## config.mk

```make
export PLATFORM = sky130hd
export DESIGN_NAME = mig_model_fifo
export DESIGN_NICKNAME = d
export VERILOG_FILES = /design/src/rtl/mig_model_fifo.sv
export SDC_FILE = /design/constraint.sdc
export NUM_CORES = 1
export LEC_CHECK = 0
export ABC_AREA = 1
export BUFFER_PORTS_ARGS = -buffer_cell sky130_fd_sc_hd__buf_2
export CORE_UTILIZATION = 50
export CTS_CLUSTER_SIZE = 14
export DETAILED_ROUTE_END_ITERATION = 16
export GPL_ROUTABILITY_DRIVEN = 0
export PLACE_DENSITY = 0.74
export SLEW_MARGIN = 10
export SYNTH_ARGS = -nofsm -noshare
export SYNTH_HDL_FRONTEND = slang
export SYNTH_SLANG_ARGS = --single-unit
```

## constraint.sdc

```tcl
create_clock -name clk_i -period 1.6 [get_ports clk_i]
set_input_delay 0.48 -clock clk_i [delete_from_list [all_inputs] [get_ports clk_i]]
set_output_delay 0.48 -clock clk_i [all_outputs]
set_load 0.1 [all_outputs]
```

## src/rtl/mig_model_fifo.sv

```systemverilog
// Synchronous FIFO used for the write-command and write-data queues.
// DEPTH must be a power of two (>= 2); push is ignored when full, pop when empty.
module mig_model_fifo #(
  parameter int WIDTH = 8,
  parameter int DEPTH = 4
) (
  input  logic             clk_i,
  input  logic             rst_i,
  input  logic             push_i,
  input  logic [WIDTH-1:0] din_i,
  input  logic             pop_i,
  output logic [WIDTH-1:0] dout_o,
  output logic             full_o,
  output logic             empty_o
);

  localparam int AW = $clog2(DEPTH);

  logic [WIDTH-1:0] mem_q [DEPTH];
  logic [AW:0]      wr_ptr_q, wr_ptr_d;
  logic [AW:0]      rd_ptr_q, rd_ptr_d;
  logic             push_ok, pop_ok;

  // Extra pointer MSB distinguishes full from empty when the index bits match.
  assign full_o  = (wr_ptr_q[AW] != rd_ptr_q[AW]) && (wr_ptr_q[AW-1:0] == rd_ptr_q[AW-1:0]);
  assign empty_o = (wr_ptr_q == rd_ptr_q);
  assign push_ok = push_i & ~full_o;
  assign pop_ok  = pop_i & ~empty_o;
  assign dout_o  = mem_q[rd_ptr_q[AW-1:0]];

  always_comb begin
    wr_ptr_d = wr_ptr_q;
    rd_ptr_d = rd_ptr_q;
    if (push_ok) wr_ptr_d = wr_ptr_q + (AW+1)'(1);
    if (pop_ok)  rd_ptr_d = rd_ptr_q + (AW+1)'(1);
  end

  always_ff @(posedge clk_i) begin
    if (rst_i) begin
      wr_ptr_q <= '0;
      rd_ptr_q <= '0;
    end else begin
      wr_ptr_q <= wr_ptr_d;
      rd_ptr_q <= rd_ptr_d;
    end
  end

  always_ff @(posedge clk_i) begin
    if (push_ok) mem_q[wr_ptr_q[AW-1:0]] <= din_i;
  end

endmodule

```

# After elaboration in Yosys (flattened, before gate mapping)
# Memory sizes are Yosys's and may differ from the RTL's. A register that Yosys moved wholly into a read port is not among the register bits.
# Cells that the tools add are included.
[totals] register_bits=6 mem_bits_rw=32 in_bits=12 mem_count=1
[classes] n_addsub=2 eq_ne=3 muxes=4 bitwise_logic=4 reduce_logical=1
[memory_table] name="mem_q" words=4 word_bits=8 read_ports=1 rd_ports_with_merged_regs=1 wr=1 line_no="19" text="logic [WIDTH-1:0] mem_q [DEPTH];"
[ops] operator="$add A3 B1 Y3 const B" count=2
[ops] operator="$mux W2" count=2
[ops] operator="$eq A3 B3 Y1" count=1
[ops] operator="$and A1 B1 Y1" count=2
[ops] operator="$eq A2 B2 Y1" count=1
[ops] operator="$mux W1" count=2
[ops] operator="$not A1 Y1" count=2
[ops] operator="$logic_and A1 B1 Y1" count=1
[ops] operator="$ne A1 B1 Y1" count=1

# Logic depth before layout (Yosys ltp)
[logic_depth] ltp_word=6 mapped_depth=8 mapped_depth_nobuf=8

# Least setup slack after synthesis
# OpenSTA, ideal clock, no wires.
[synth_path] kind="register -> output" from="register with a tool-made name" to="output port dout_o[5]" arrival_time_ns=2.106 t_required_ns=1.120 setup_slack_ns=-0.986 path_stages_with_launch=5 n_path_buf=1 path_cell_list="dfxtp_1 inv_2 buf_6 o21ai_0 o22ai_1"
[synth_lines] item="to (decl)" line_no="12" text="output logic [WIDTH-1:0] dout_o,"

==> qor.yml <==
dpl.hpwl_um: 2489
tritoncts: "done"
fin_ws_ns: -0.3536
rows: 20
grt_first_pass_wirelength_um: 5968
min_from: "din_i[1]"
hold_buffers: 0
antenna_found_initial: 0
wl_per_cell_um: 16.95
hold_path.class: "in2reg"
cp.arrival_ns: 1.47
pre_cts_ws_ns: -0.04919
initial_core_util_pct: 54.32
hold_viol_final: 0
htree_num_levels: 2
clockBufferDepth: 2
layout-drive-gt1-share_pct: 57.84
seq_power_share_pct: 39.0
synth_area_per_cell_um2: 11.33
syn-num-nets: 167
internal_power_w: 0.001972
rsz0062_at_grt: "yes"
min_to: "mem_q[0][1]"
fin_area_um2: 2610
switching_share_pct: 38.71
startpoint_type: "register"
clock-sinks: 40
nNetsFinal: 220
timing.rr.end: "mem_q[0][0]"
path_clk_slew_ns: 0.12
grt_use_total_pct: 23.80
antenna_cells: 0
worstSetupPathType: "reg2out"
synth_edf_count: 32
register_area_um2: 1146
power_w: 0.003217
crit_chain: "buf_6, inv_6, o21ai_2, o22ai_4, buf_12"
cts_made_buffers: 5
ys_ff_latch: 40
io_buffer_count: 21
synth-async-reset-ratio_pct: 0
endpoint_kind: "output port"
violations: "setup timing"
yosysMostFrequentCell: "edfxtp_1"
postRouteAntennaNets: 0
synth_area_leaders: "edfxtp_1 (57%), dfxtp_1 (9.4%), nor2_1 (5.7%)"
synthTopCellsByCount: "edfxtp_1 (32), nor2_1 (26), nand2_1 (16), o21ai_0 (16), inv_1 (12)"
tightest_slew_ns: 0.3824
synthCells: 150
cellPowerDensity_nw_per_um2: 1233
core_area_um2: 3128
p_clk_share_pct: 18.6
grt-ovfl-total: 0
r2r_slack_ns: 0.04
chipHeight_um: 60.30
ys_warn_count: 0
fillCellCount: 160
rr_worst_depth: 9
vias_per_cell: 5.359
die-area_um2: 3635
drc: 0
synth_top_area_cell: "edfxtp_1"
placed_cell_area_um2: 2266
cts-root-buf: "clkbuf_4"
grt_pass1_vias: 1346
critPathSlowestCell: "dfxtp_4"
r2r_start: "wr_ptr_q[1]"
firstDrtPassIters: 4
seq_area_frac_synth_pct: 65.98
fin_crit_sh_pct: 122.1
min_path_cells: 1
drt_iter0_markers: 50
synth_top_area_share_pct: 56.55
synth_cell_type_count: 18
p_leak_nw: 0.9918
grt_max_degree: 16
ioPinCount: 22
skew_ns: 0.008620
drv_slew: 0
peakVddDrop_uv: 692.9
synth-main-ff-cell: "edfxtp_1"
p_comb_share_pct: 42.4
outcome: "complete, but fails checks"
multi_input_area_um2: 744.5
routed_wl_um: 4204
min_period_ns: 1.954
relSlewSlack_pct: 74.24
power_switching_w: 0.001246
finalSetupViolCount: 10
via_count: 1329
syn_area_um2: 1699
max-cap-violations: 0
dieWidth_um: 60.30
syn_to_final_growth_pct: 53.61
required_ns: 1.12
insertion_delay_ns: 0.35
fmax_mhz: 511.9
crit_fanout: 7
slowest_delay_ns: 0.44
layout by cell type (no fill, tap or decap), types with 3 or more instances in the layout:
| cell type | n |
|---|---|
| edfxtp_1 | 32 |
| buf_4 | 18 |
| nor2_1 | 12 |
| nand2_1 | 11 |
| buf_2 | 11 |
| buf_12 | 11 |
| nor2_4 | 10 |
| o21ai_1 | 9 |
| nand2_2 | 9 |
| o22ai_4 | 8 |
| inv_1 | 7 |
| buf_6 | 7 |
| dfxtp_4 | 6 |
| nor2_2 | 5 |
| a21oi_1 | 5 |
| clkbuf_4 | 5 |
| o21ai_2 | 4 |
| inv_2 | 4 |
| inv_4 | 3 |
| nand2_4 | 3 |
| clkinvlp_4 | 3 |
| nand3_1 | 3 |
| ha_1 | 3 |
area by class of cell:
cell class / count / area share (%)
clock inverters: 2 / 0.4794
repair buffers: 47 / 18.74
well taps: 44 / 2.109
multi-input cells: 91 / 28.52
clock buffers: 6 / 2.397
repair inverters: 1 / 0.3356
flip-flops and latches: 40 / 43.91
inverters: 17 / 3.500
per-layer routing:
| layer | GRT usage [%] | routed length [um] |
|---|---|---|
| met1 | 26.38 | 1635 |
| met2 | 42.07 | 2383 |
| met3 | 6.277 | 110 |
| met4 | 10.96 | 75 |
| met5 | 0 | 0 |
how the worst max path moves through the flow:
stage,cells after the start,endpoint,slack [ns]
CTS,3,dout_o[7],-0.35
detailed placement,4,dout_o[1],-0.05
global placement,4,dout_o[2],-0.005
global route,5,dout_o[1],-0.42
floorplan,4,dout_o[5],-0.14
finish,5,dout_o[1],-0.35
critical path, delay by kind of cell (launching register included):
kind	cells	cell delay [ns]
compound gates	2	0.28
buf+inv	3	0.39
flops	1	0.44
power by group through the flow:
| stage | Combinational, W | Sequential (W) | Clock [W] |
|---|---|---|---|
| 2_1_floorplan | 0.000827 | 0.00125 | 0 |
| 3_3_place_gp | 0.00117 | 0.00126 | 0 |
| 3_5_place_dp | 0.00120 | 0.00127 | 0 |
| 4_1_cts | 0.00127 | 0.00124 | 0.000609 |
| 5_1_grt | 0.00142 | 0.00126 | 0.000650 |
| 6_report | 0.00136 | 0.00125 | 0.000600 |
stage by stage:
| step | hold slack (ns) | setup TNS (ns) | std cells | util (%) |
|---|---|---|---|---|
| after floorplan | 0.5107 | -0.4694 | 150 | - |
| after global placement | 0.5422 | -0.006786 | 223 | 72.44 |
| after detailed placement | 0.5568 | -0.2784 | 223 | 72.44 |
| after CTS | 0.3201 | -2.956 | 243 | 79.32 |
| after global routing | 0.3232 | -3.597 | 248 | 83.44 |
| final | 0.3299 | -2.931 | 248 | 83.44 |
sequential cells by signal (all words and copies together), names as in the netlist, named ones only:
signal / flops
rd_ptr_q: 3
wr_ptr_q: 3
mem_q: 32
what timing repair did:
action | CTS | global route
pin swaps | 4 | 12
setup buffers | 12 | 4
gates resized for setup | 30 | 34
endpoints found under the setup margin | 10 | 10
cloned | 0 | 1
cell families (layout without fill, tap and decap cells):
family / Yosys count / after routing / share of synthesized area [%]
flip-flops: 40 / 40 / 65.98
AO/OA/AOI/OAI: 29 / 29 / 9.131
AND/OR/NAND/NOR: 57 / 57 / 16.35
buffers and inverters: 19 / 73 / 4.860
adder cells (fa/ha/maj): 5 / 5 / 3.682
Power figures use the tool's default switching activity.
